**config.mk**
```make
export PLATFORM = sky130hd
export DESIGN_NAME = vliw_opfetch
export DESIGN_NICKNAME = d
export VERILOG_FILES = /design/src/rtl/vliw_pkg.sv /design/src/rtl/vliw_fwd_mux.sv /design/src/rtl/vliw_opfetch.sv
export SDC_FILE = /design/constraint.sdc
export NUM_CORES = 2
export LEC_CHECK = 0
export ABC_AREA = 1
export CAP_MARGIN = 10
export CORE_AREA = 2 2 378 380
export CTS_CLUSTER_DIAMETER = 200
export CTS_CLUSTER_SIZE = 30
export DETAILED_ROUTE_END_ITERATION = 8
export DIE_AREA = 0 0 380 382
export MAX_ROUTING_LAYER = met4
export PLACE_DENSITY = 0.48
export SLEW_MARGIN = 40
export SYNTH_ARGS = -nofsm -noshare
export SYNTH_HDL_FRONTEND = slang
export SYNTH_SLANG_ARGS = --single-unit
```
**constraint.sdc**
```tcl
create_clock -name clk -period 2.9 [get_ports clk]
set_input_delay 0.725 -clock clk [delete_from_list [all_inputs] [get_ports clk]]
set_output_delay 0.725 -clock clk [all_outputs]
set_load 0.01 [all_outputs]
```
**src/rtl/vliw_pkg.sv**
```systemverilog
// vliw_pkg: shared widths, register constants and bundle slot struct for the operand-fetch stage
package vliw_pkg;
   localparam int XLEN     = 32;
   localparam int REG_BITS = 7;
   localparam int LAT_BITS = 3;
   localparam int NREGS    = 1 << REG_BITS;
   localparam logic [REG_BITS-1:0] ZERO_REG = '0;
   typedef struct packed {
      logic [1:0][REG_BITS-1:0] rs;
      logic [REG_BITS-1:0]      rd;
      logic                     we;
      logic [LAT_BITS-1:0]      lat;
   } slot_t;
endpackage

```
**src/rtl/vliw_fwd_mux.sv**
```systemverilog
// vliw_fwd_mux: resolves one source operand from zero reg, ex bus, wb bus or register file
// Ports: rs_i source index; ex_*_i execute forwarding bus; wb_*_i writeback buses;
//        rf_data_i async register-file data; op_o resolved operand.
module vliw_fwd_mux
   import vliw_pkg::*;
#(
   parameter int SLOTS     = 4,
   parameter int ALU_SLOTS = 2
) (
   input  logic [REG_BITS-1:0]                rs_i,
   input  logic [ALU_SLOTS-1:0][REG_BITS-1:0] ex_rd_i,
   input  logic [ALU_SLOTS-1:0]               ex_we_i,
   input  logic [ALU_SLOTS-1:0][XLEN-1:0]     ex_data_i,
   input  logic [SLOTS-1:0][REG_BITS-1:0]     wb_rd_i,
   input  logic [SLOTS-1:0]                   wb_we_i,
   input  logic [SLOTS-1:0][XLEN-1:0]         wb_data_i,
   input  logic [XLEN-1:0]                    rf_data_i,
   output logic [XLEN-1:0]                    op_o
);
   logic            ex_hit, wb_hit;
   logic [XLEN-1:0] ex_val, wb_val;
   // ascending scan lets the highest matching slot overwrite lower ones
   always_comb begin
      ex_hit = 1'b0;
      ex_val = '0;
      wb_hit = 1'b0;
      wb_val = '0;
      for (int i = 0; i < ALU_SLOTS; i++)
         if (ex_we_i[i] && ex_rd_i[i] == rs_i) begin
            ex_hit = 1'b1;
            ex_val = ex_data_i[i];
         end
      for (int i = 0; i < SLOTS; i++)
         if (wb_we_i[i] && wb_rd_i[i] == rs_i) begin
            wb_hit = 1'b1;
            wb_val = wb_data_i[i];
         end
      op_o = (rs_i == ZERO_REG) ? '0 : ex_hit ? ex_val : wb_hit ? wb_val : rf_data_i;
   end
endmodule

```
**src/rtl/vliw_opfetch.sv**
```systemverilog
// vliw_opfetch: VLIW operand-fetch/hazard stage producing a registered operand bundle
// Ports: in_* incoming bundle; rf_raddr/rf_rdata register-file read; ex_*/wb_* result buses;
//        stall/flush pipeline control; dec_stall hazard to fetch; out_* registered bundle.
// Build option VLIW_OPF_SCOREBOARD_EN: per-register latency scoreboard with WAW check;
// without it only the registered latency-2 producer is checked (latency >2 is illegal).
module vliw_opfetch
   import vliw_pkg::*;
#(
   parameter int SLOTS     = 4,
   parameter int ALU_SLOTS = 2
) (
   input  logic                               clk,
   input  logic                               rst,
   input  logic                               in_valid,
   input  logic [SLOTS-1:0][1:0][REG_BITS-1:0] in_rs,
   input  logic [SLOTS-1:0][REG_BITS-1:0]     in_rd,
   input  logic [SLOTS-1:0]                   in_we,
   input  logic [SLOTS-1:0][LAT_BITS-1:0]     in_lat,
   output logic [SLOTS-1:0][1:0][REG_BITS-1:0] rf_raddr,
   input  logic [SLOTS-1:0][1:0][XLEN-1:0]    rf_rdata,
   input  logic [ALU_SLOTS-1:0][REG_BITS-1:0] ex_rd,
   input  logic [ALU_SLOTS-1:0]               ex_we,
   input  logic [ALU_SLOTS-1:0][XLEN-1:0]     ex_data,
   input  logic [SLOTS-1:0][REG_BITS-1:0]     wb_rd,
   input  logic [SLOTS-1:0]                   wb_we,
   input  logic [SLOTS-1:0][XLEN-1:0]         wb_data,
   input  logic                               stall,
   input  logic                               flush,
   output logic                               dec_stall,
   output logic                               out_valid,
   output logic [SLOTS-1:0][1:0][XLEN-1:0]    out_op,
   output logic [SLOTS-1:0][REG_BITS-1:0]     out_rd,
   output logic [SLOTS-1:0]                   out_we,
   output logic [SLOTS-1:0][LAT_BITS-1:0]     out_lat
);
   slot_t [SLOTS-1:0]                  slot;
   logic  [SLOTS-1:0][1:0][XLEN-1:0]   op;
   logic                               haz, issue;
   logic                               out_valid_q;
   logic  [SLOTS-1:0][1:0][XLEN-1:0]   out_op_q;
   logic  [SLOTS-1:0][REG_BITS-1:0]    out_rd_q;
   logic  [SLOTS-1:0]                  out_we_q;
   logic  [SLOTS-1:0][LAT_BITS-1:0]    out_lat_q;

   always_comb
      for (int i = 0; i < SLOTS; i++)
         slot[i] = {in_rs[i], in_rd[i], in_we[i], in_lat[i]};

   assign rf_raddr  = in_rs;
   assign dec_stall = in_valid & haz;
   assign issue     = in_valid & ~dec_stall & ~stall & ~flush;

   for (genvar s = 0; s < SLOTS; s++) begin : g_slot
      for (genvar k = 0; k < 2; k++) begin : g_op
         vliw_fwd_mux #(.SLOTS(SLOTS), .ALU_SLOTS(ALU_SLOTS)) u_mux (
            .rs_i     (in_rs[s][k]),
            .ex_rd_i  (ex_rd),
            .ex_we_i  (ex_we),
            .ex_data_i(ex_data),
            .wb_rd_i  (wb_rd),
            .wb_we_i  (wb_we),
            .wb_data_i(wb_data),
            .rf_data_i(rf_rdata[s][k]),
            .op_o     (op[s][k])
         );
      end
   end

`ifdef VLIW_OPF_SCOREBOARD_EN
   logic [LAT_BITS-1:0] cnt_q [NREGS];
   logic [LAT_BITS-1:0] cnt_d [NREGS];
   // a new set overrides the decrement; later slots override earlier ones on rd collision
   always_comb begin
      cnt_d = cnt_q;
      if (!stall)
         for (int r = 0; r < NREGS; r++)
            cnt_d[r] = (cnt_q[r] != '0) ? cnt_q[r] - LAT_BITS'(1) : cnt_q[r];
      if (issue)
         for (int i = 0; i < SLOTS; i++)
            if (slot[i].we && slot[i].lat >= LAT_BITS'(2) && slot[i].rd != ZERO_REG)
               cnt_d[slot[i].rd] = slot[i].lat - LAT_BITS'(1);
   end
   always_ff @(posedge clk)
      if (rst)
         for (int r = 0; r < NREGS; r++) cnt_q[r] <= '0;
      else
         cnt_q <= cnt_d;
   always_comb begin
      haz = 1'b0;
      for (int i = 0; i < SLOTS; i++) begin
         for (int j = 0; j < 2; j++) haz |= cnt_q[slot[i].rs[j]] != '0;
         haz |= slot[i].we && cnt_q[slot[i].rd] != '0;
      end
   end
`else
   // the only unresolved producer is a latency-2 one sitting in the output register
   always_comb begin
      haz = 1'b0;
      for (int i = 0; i < SLOTS; i++)
         for (int j = 0; j < 2; j++)
            for (int m = 0; m < SLOTS; m++)
               haz |= out_valid_q && out_we_q[m] && out_lat_q[m] >= LAT_BITS'(2) &&
                      out_rd_q[m] == slot[i].rs[j] && slot[i].rs[j] != ZERO_REG;
   end
   always_ff @(posedge clk)
      if (!rst && issue)
         for (int i = 0; i < SLOTS; i++)
            assert (!slot[i].we || slot[i].lat <= LAT_BITS'(2));
`endif

   always_ff @(posedge clk)
      if (rst || flush || (dec_stall && !stall)) begin
         out_valid_q <= 1'b0;
         out_op_q    <= '0;
         out_rd_q    <= '0;
         out_we_q    <= '0;
         out_lat_q   <= '0;
      end else if (!stall) begin
         out_valid_q <= in_valid;
         out_op_q    <= op;
         out_rd_q    <= in_rd;
         out_we_q    <= in_we;
         out_lat_q   <= in_lat;
      end

   assign out_valid = out_valid_q;
   assign out_op    = out_op_q;
   assign out_rd    = out_rd_q;
   assign out_we    = out_we_q;
   assign out_lat   = out_lat_q;
endmodule

```
==> Word-level counts from Yosys, hierarchy flattened <==
Index checks and enable logic that the tools add are counted.
{ "op_classes": {"reduce_logical": 140, "n_eq_ne": 80, "order_cmp": 4, "muxes": 120, "bitwise": 32} }
{ "ops": {"columns": ["op", "count"], "rows": [
  ["2-to-1 mux 32 bit", 72],
  ["equality test 7 bit", 80],
  ["logical AND 1 bit", 121],
  ["logical NOT 7 bit", 8],
  ["nonzero test 7 bit", 8],
  ["2-to-1 mux 1 bit", 48],
  ["OR 1 bit", 31],
  ["greater-or-equal comparator 3 x 2 -> 1 bit, second input constant", 4],
  ["logical OR 1 bit", 2],
  ["bitwise AND 1 bit", 1],
  ["logical NOT 1 bit", 1]
]} }
{ "totals": {"wordCells": 394, "inputBits": 601, "reg_bits": 301} }

==> Logic depth before layout (Yosys ltp) <==
{ "logic_depth": {"word_depth": 38, "ltp_mapped": 18, "mapped_depth_nobuf": 16} }

==> Hierarchy <==
From an unflattened synthesis, not the netlist that was laid out.
{ "hier_totals": {"hier_cells": 7746, "area_unflattened_um2": 42739.7} }
{ "modules_own_cells": {"columns": ["module", "cells_each", "seq_area_each_um2", "n_inst", "area_per_inst_um2"], "rows": [
  ["vliw_fwd_mux", 720, 0.0, 8, 3125.5],
  ["vliw_opfetch", 1986, 6025.8, 1, 17735.8]
]} }

==> Worst setup path after synthesis <==
OpenSTA, ideal clock, no wires.
{ "synth_timing": {"path_type": "input-to-output", "startpoint": "in in_rs[16] in the netlist's numbering", "endpoint": "out dec_stall", "arrival_time_ns": 1.815, "path_stages": 13, "setup_slack_ns": 0.360, "path_buffers": 1, "required_time_ns": 2.175, "path_cell_list": "buf_2 inv_2 nand2_1 nand2_1 a21oi_1 nand2_1 nor2_1 nor2_1 nand2_1 nand2_1 nand2_1 nor2_2 a21oi_1"} }
{ "synth_via": {"elab_chain_cells": 28, "word_cells_on_any_way": 38} }
{ "synth_rtl": {"columns": ["element", "line_no", "rtl"], "rows": [
  ["start, declared", "vliw_opfetch.sv:15", "input logic [SLOTS-1:0][1:0][REG_BITS-1:0] in_rs,"],
  ["equality test 7 bit", "vliw_opfetch.sv:103", "out_rd_q[m] == slot[i].rs[j] && slot[i].rs[j] != ZERO_REG;"],
  ["logical AND 1 bit", "vliw_opfetch.sv:102", "haz |= out_valid_q && out_we_q[m] && out_lat_q[m] >= LAT_BITS'(2) &&"],
  ["logical AND 1 bit", "vliw_opfetch.sv:103", null],
  ["OR 1 bit (3 in a row)", "vliw_opfetch.sv:102", null],
  ["OR 1 bit * (21 in a row)", "vliw_opfetch.sv:102", null],
  ["bitwise AND 1 bit *", "vliw_opfetch.sv:50", "assign dec_stall = in_valid & haz;"],
  ["end, declared", "vliw_opfetch.sv:29", "output logic dec_stall,"]
]} }
Mark *: on every way between the ends. The rest lies on a longest branch, timed or not.

==> Worst setup path in the final report <==
{ "layout_timing": {"startpoint": "reg out_lat_q, in the netlist out_lat[7]", "endpoint": "out dec_stall"} }
{ "layout_via": {"elab_chain_cells": 35, "word_cells_on_any_way": 49} }
{ "layout_rtl": {"columns": ["element", "line_no", "rtl"], "rows": [
  ["start, declared", "vliw_opfetch.sv:43", "logic [SLOTS-1:0][LAT_BITS-1:0] out_lat_q;"],
  ["start signal, assigned", "vliw_opfetch.sv:123", "out_lat_q <= in_lat;"],
  ["greater-or-equal comparator 3 x 2 -> 1 bit *", "vliw_opfetch.sv:102", null],
  ["logical AND 1 bit *", "vliw_opfetch.sv:102", null],
  ["logical AND 1 bit", "vliw_opfetch.sv:102", null],
  ["logical AND 1 bit", "vliw_opfetch.sv:103", null],
  ["OR 1 bit (28 in a row)", "vliw_opfetch.sv:102", null],
  ["OR 1 bit * (2 in a row)", "vliw_opfetch.sv:102", null],
  ["bitwise AND 1 bit *", "vliw_opfetch.sv:50", null]
]} }
Marked as above.

==> impl_metrics.tcl <==
set metrics [dict create \
    status "complete, but fails checks" \
    violations "setup timing" \
    ys_top_cells_by_area "sky130_fd_sc_hd__nand2_1 29%, sky130_fd_sc_hd__dfxtp_1 16%, sky130_fd_sc_hd__a21oi_1 6.9%" \
    hold_buffers 0 \
    total_switching_power_mw 6.50 \
    worst_pin_slew_ps 887 \
    cell_internal_pwr_mw 8.44 \
    via_count 59426 \
    gr-usage-all-layers_pct 45.8 \
    filler_cell_count 15132 \
    postLayoutCoreUtil_pct 44.6 \
    synth.net_count 7744 \
    vdd_ir_drop_max_uv 347 \
    critical_path.reg2reg.endpoint "out_op[242]" \
    power.share.combinational_pct 52.7 \
    netlist_top_cells_count "2909 x sky130_fd_sc_hd__nand2_1, 523 x sky130_fd_sc_hd__a21oi_1, 518 x sky130_fd_sc_hd__inv_1" \
    cts_made_buffers 14 \
    fmax_mhz 314 \
    finalWorstSetupSlack_ps -282 \
    first_pass_iteration_count_of_the_detailed_router 7 \
    placeable_core_area_um2 141000 \
    floorplan.die.width_um 380 \
    ioPinCount 959 \
    die-height_um 382 \
    setup_repair_after_global_routing_missed_its_margin "true" \
    cp.buffers_inverters 4 \
    postSynthRegisterBits 301 \
    grt_overflow_total 0 \
    tritoncts "built" \
    total_nets_final 9534 \
    final_layout_size_suffix_gt1_share_pct 22.9 \
    ys_seq_area_share_pct 15.8 \
    via_count_of_the_first_global_routing_pass 52605 \
    cts.clk_slew.worst_paths_ps 130 \
    totalNegativeSetupSlack_ps -765 \
    critPathTopFamily "simple AND/OR/NAND/NOR gates" \
    setup_viol 18 \
    min_path_cells 3 \
    launch_instance_of_the_worst_min_delay_path "stall" \
    critical-path-max-stage-delay_ps 360 \
    port-buffer-count 958 \
    post-route-period-util_pct 110 \
    synthesis.instances 7143 \
    critPathArrivalTime_ps 2460 \
    reg2reg_slack_ps 80 \
    skew_ps 38.0 \
    detail-route-antenna-nets 0 \
    synth_warnings 0 \
    post-route-drc-count 0 \
    clock_tree.htree_level_count 1 \
    grt_pass1_wl_um 450000 \
    critical_path.reg2reg.startpoint "out_lat[2]" \
    r2r_depth 19 \
    clk_path_buf_depth 3 \
    critical_path.cell_chain "inv_2 -> nand2_2 -> nand3_4 -> buf_12 -> buf_6 -> nor2_4 -> nand2_1 -> nor2_1 -> nor2_1 -> nand2_1 -> nand2_4 -> nand2_4 -> nor2_4 -> a21oi_4 -> buf_6" \
    timing_max_transition_violations_final 0 \
    tritoncts_num_sinks 301 \
    std_cell_rows 138 \
    place_hpwl_um 286000 \
    cap_viol_max_count 0 \
    avgViaCountPerCell 5.46 \
    synth_most_common_cell "sky130_fd_sc_hd__nand2_1" \
    period_needed_ps 3180 \
    clock_tree.root_cell "sky130_fd_sc_hd__clkbuf_16" \
    synth_area_leader_cell "sky130_fd_sc_hd__nand2_1" \
    seq_power_share_pct 29.5 \
    yosys_most_used_dff "sky130_fd_sc_hd__dfxtp_1" \
    clockPowerShare_pct 17.9 \
    ys_async_sr_fraction_pct 0 \
    area_growth_pct 64.8 \
    synth_edf_count 0 \
    synthesis.area_um2 38100 \
    timing.hold.worst.class "input port to flop" \
    route.final.wire_length_um 346000 \
    cp-end-kind "output pin" \
    top_fanout_value_on_the_critical_path 4 \
    initial_utilization_pct 27.0 \
    setup.worst_path.class "flop to output pin" \
    switching_share_pct 43.5 \
    hold_ws_ps 428 \
    synthDominantCellAreaShare_pct 28.7 \
    cp_slowest_cell "sky130_fd_sc_hd__dfxtp_2" \
    netlist-cell-type-count 48 \
    critPathLaunchType "flop" \
    timing.final.hold_violations 0 \
    slew_headroom_pct 40.8 \
    routedWlPerCell_um 31.8 \
    largest_net_degree_at_the_start_of_global_routing 161 \
    cp_data_required_time_ps 2170 \
    antenna_violations_before_repair 69 \
    power_density_nw_per_um2 238 \
    fp.dieArea_um2 145000 \
    static-leakage-power_nw 29.9 \
    multiInputGateArea_um2 27700 \
    area.sequential_um2 6060 \
    hold_path_sink "out_op[223]" \
    gp_weighted_congestion 1.15 \
    clk-insertion-delay-late_ps 600 \
    detailedRoute.firstIterationViolations 9795 \
    postSynthAreaPerCell_um2 5.33 \
]
[sequential cells by signal, summed over array words and instances, names as in the netlist]
signal / count
out_op: 256
out_rd: 28
out_lat: 12
out_we: 4
out_valid: 1
[worst max-delay path by stage]
stage                          start        end  cells past startpoint
after CTS                 out_lat[1]  dec_stall                     15
after global routing      out_lat[7]  dec_stall                     15
after floorplan            in_rs[16]  dec_stall                     13
final                     out_lat[7]  dec_stall                     15
after detailed placement   in_rs[54]  dec_stall                     14
after global placement     in_rs[21]  dec_stall                     10
[kinds of logic after synthesis]
| kind of cell | after synthesis | share of synthesized area (%) |
|---|---|---|
| AND/OR/NAND/NOR | 3978 | 42.0 |
| AO/OA/AOI/OAI | 1384 | 21.0 |
| flip-flops | 301 | 15.8 |
| buffers and inverters | 1179 | 14.2 |
| XOR/XNOR | 301 | 6.98 |
[area by class of cell]
cell class | count | area share, %
flip-flops and latches | 301 | 9.66
clock inverters | 3 | 0.0598
diodes | 63 | 0.251
clock buffers | 16 | 0.604
inverters | 609 | 3.71
well taps | 1890 | 3.77
repair buffers | 2343 | 37.8
multi-input cells | 5664 | 44.2
[per-layer routing]
layer | global-route usage, % | wire, µm | up-vias
li1 | - | - | 26117
met1 | 63.8 | 151000 | 28364
met2 | 58.7 | 130000 | 4413
met3 | 19.1 | 52800 | 532
met4 | 13.5 | 12800 | 0
met5 | - | 0 | -
[repair_timing]
action,in CTS,in global routing
hold endpoints to repair,0,0
setup endpoints to repair,310,255
cloned,6,14
gates resized for setup,271,259
pin swaps,80,125
buffers inserted,67,57
[layout by cell type, fill, tap and decap left out, types with 27 or more instances in the layout]
cell | netlist | routed
sky130_fd_sc_hd__nand2_1 | 2909 | 2771
sky130_fd_sc_hd__buf_4 | 113 | 1042
sky130_fd_sc_hd__clkdlybuf4s50_1 | 0 | 887
sky130_fd_sc_hd__a21oi_1 | 523 | 511
sky130_fd_sc_hd__inv_1 | 518 | 498
sky130_fd_sc_hd__nor2_1 | 506 | 454
sky130_fd_sc_hd__o21ai_0 | 431 | 428
sky130_fd_sc_hd__nand3_1 | 386 | 380
sky130_fd_sc_hd__dfxtp_1 | 301 | 276
sky130_fd_sc_hd__a21oi_2 | 240 | 249
sky130_fd_sc_hd__buf_12 | 0 | 246
sky130_fd_sc_hd__xor2_1 | 225 | 213
sky130_fd_sc_hd__nand2_2 | 5 | 129
sky130_fd_sc_hd__o21ai_1 | 111 | 108
sky130_fd_sc_hd__buf_6 | 40 | 76
sky130_fd_sc_hd__nand4_1 | 75 | 75
sky130_fd_sc_hd__xnor2_1 | 73 | 70
sky130_fd_sc_hd__inv_2 | 57 | 65
sky130_fd_sc_hd__diode_2 | 0 | 63
sky130_fd_sc_hd__nor2_4 | 9 | 46
sky130_fd_sc_hd__nor2_2 | 20 | 36
sky130_fd_sc_hd__dlygate4sd2_1 | 0 | 34
sky130_fd_sc_hd__clkinv_1 | 33 | 33
sky130_fd_sc_hd__o211ai_1 | 32 | 32
sky130_fd_sc_hd__o22ai_1 | 27 | 27
[metrics by stage]
step	setup slack [ps]	instance area, µm²	instances	power (mW)
floorplan	360	38100	7143	7.26
global route	-348	62800	10879	15.3
global placement	-1430	59100	10671	11.7
CTS	-281	61000	10759	14.5
finish	-282	62800	10889	14.9
detailed placement	-1320	59200	10671	11.7
[power groups by stage]
stage	clock, mW	sequential (mW)	combinational [mW]
final	2.67	4.40	7.87
after global routing	2.79	4.41	8.07
after CTS	2.69	4.40	7.39
after detailed placement	0	4.49	7.21
after global placement	0	4.49	7.24
after floorplan	0	4.52	2.73
[worst min-delay path, delay by kind of cell]
family | cells | cell delay (ps)
AO/OA/AOI/OAI | 1 | 40
buffers and inverters | 1 | 140
AND/OR/NAND/NOR | 1 | 80
Note: power is estimated with default switching activity, not from simulation.
==> RTL edit, RTL diff (same settings) <==
Set the package constant `ZERO_REG` to 1 (it was '0).
--- a/src/rtl/vliw_pkg.sv
+++ b/src/rtl/vliw_pkg.sv
@@ -6,3 +6,3 @@
    localparam int NREGS    = 1 << REG_BITS;
-   localparam logic [REG_BITS-1:0] ZERO_REG = '0;
+   localparam logic [REG_BITS-1:0] ZERO_REG = 1;
    typedef struct packed {
Function: changed (Yosys sat finds a counterexample within 4 cycles, from zero or initial values).
==> RTL edit against the original RTL <==
The flow finishes with violations (DRC, setup timing); cell count rose by 9.1%; via count rose by 14%; design area rose by 4.9%; synthesized area rose by 7.3%; sequential cell count did not move; sequential share of layout area fell by 0.48 points; highest routed layer unchanged; wire length rose by 11%; worst setup slack got worse by 0.12 ns; total power rose by 8.0%.
==> RTL edit: results (changes against the original RTL) <==
| Metric | Value |
|---|---|
| Worst Clk Skew | 0.0636 ns (+0.0257 ns) |
| Worst slew margin | 0.492 (+0.0841) |
| Top post-synthesis cells by area | nand2_1 (32%), dfxtp_1 (15%), nor2_1 (6.4%) |
| Fin worst setup slack | -0.398 ns (-0.116 ns) |
| Drc violations | 30 (+30) |
| Syn Nets | 8,636 (+12%) |
| Final setup viols | 14 (-4) |
| Initial antenna violation count | 60 (-13%) |
| Worst EP arrival | 2.57 ns (+0.11 ns) |
| Failing checks | DRC, setup timing |
| Netlist cell types | 41 (-15%) |
| Share of layout cells above drive strength 1 | 0.225 (-0.00443) |
| Tot GR Track Use | 0.516 (+0.0580) |
| Iteration-0 DRC Markers | 12,000 (+23%) |
| Met1 Resource Use GR | 0.660 (+0.0226) |
| Sequential element share of the synthesized area | 0.147 (-0.0108) |
| DRT Pass-1 Iters | 9 (+2) |
| Routed len/inst | 32.4 um (+2.1%) |
| Slowest stage delay, CP | 0.41 ns (+0.05 ns) |
| First-pass GRT wire length | 504 mm (+12%) |
| Number of nets in the layout | 10,500 (+10%) |
| Synth top cells by count | nand2_1 (3,524), nor2_1 (699), inv_1 (664) |
| LEAKAGE | 33.1 nW (+11%) |
| Hold Crit Class | reg2reg |
| Clk_lat worst skew | 0.62 ns (+0.02 ns) |
| # fillers | 14,900 (-1.6%) |
| Drt via density | 5.68 (+4.1%) |
| Outcome | finished, violations left |
| Maximum VDD drop | 414 uV (+19%) |
RTL edit: changes by cell type after synthesis, sizes merged, moves of 23 or more:
cell,change
buf,+49
xnor2,-23
inv,+193
nand4,+108
nand2,+621
xor2,-116
o21ai,-46
nor2,+190
RTL edit: worst reg2reg max path: cells and delay by family, from the launching register on:
family          cells  cell delay, ns
simple gates       13            1.14
flops               1            0.37
buf+inv             4            1.11
compound gates      1            0.14
RTL edit: logic make-up after synthesis:
kind of cell | Yosys count | share of synthesized area
compound gates | 1270 | 0.181
xor+xnor | 162 | 0.0347
buf+inv | 1398 | 0.155
flops | 301 | 0.147
simple gates | 4904 | 0.482
RTL edit: power groups by stage:
stage	Clock (mW)	Sequential, mW	Combinational [mW]
finish	2.62	4.40	9.12
CTS	2.64	4.39	8.42
detailed placement	0	4.48	8.33
global placement	0	4.48	8.34
floorplan	0	4.53	3.03
global route	2.74	4.41	9.21
RTL edit: what timing repair did:
| action | 4_1_cts | 5_1_grt |
|---|---|---|
| pin swaps | 43 | 54 |
| resized for setup | 154 | 342 |
| hold buffers | 0 | 0 |
| cloned | 1 | 8 |
| setup endpoints to repair | 307 | 251 |
| setup buffers | 30 | 25 |
RTL edit: area by class of cell:
cell class | count | area share
Antenna cell | 83 | 0.00315
Inverter | 782 | 0.0458
Clock inverter | 2 | 0.000912
Multi-Input combinational cell | 6336 | 0.448
Sequential cell | 301 | 0.0918
Timing Repair Buffer | 2472 | 0.369
Timing Repair inverter | 1 | 0.0000760
Clock buffer | 15 | 0.00570
Tap cell | 1890 | 0.0359
RTL edit: metal layers:
layer | wire length (um) | vias up
met1 | 152000 | 31300
met2 | 141000 | 6035
met5 | 0 | -
li1 | - | 28800
met3 | 63000 | 1336
met4 | 29500 | 0
RTL edit: path summary, 6_finish.rpt:
path | from | to | slack, ns | cells after the start
worst max-delay path | out_rd[25]$_SDFFE_PP0N_ | dec_stall | -0.40 | 14
worst min-delay path | out_op[88]$_SDFFE_PP0N_ | out_op[88]$_SDFFE_PP0N_ | 0.47 | 2
worst max register to register | out_rd[5]$_SDFFE_PP0N_ | out_op[82]$_SDFFE_PP0N_ | 0.01 | 18
worst min register to register | out_op[88]$_SDFFE_PP0N_ | out_op[88]$_SDFFE_PP0N_ | 0.47 | 2
RTL edit: metrics by stage:
step | TNS (ns) | setup slack, ns | hold slack (ns) | instances | cell area, sq um
floorplan | 0 | 0.378 | 0.476 | 8035 | 40900
CTS | -0.363 | -0.363 | 0.475 | 11800 | 64200
global placement | -315.00 | -1.42 | 0.455 | 11700 | 63200
detailed placement | -291.69 | -1.33 | 0.457 | 11700 | 63200
finish | -0.611 | -0.398 | 0.474 | 11900 | 65900
global route | -0.529 | -0.441 | 0.489 | 11800 | 65800
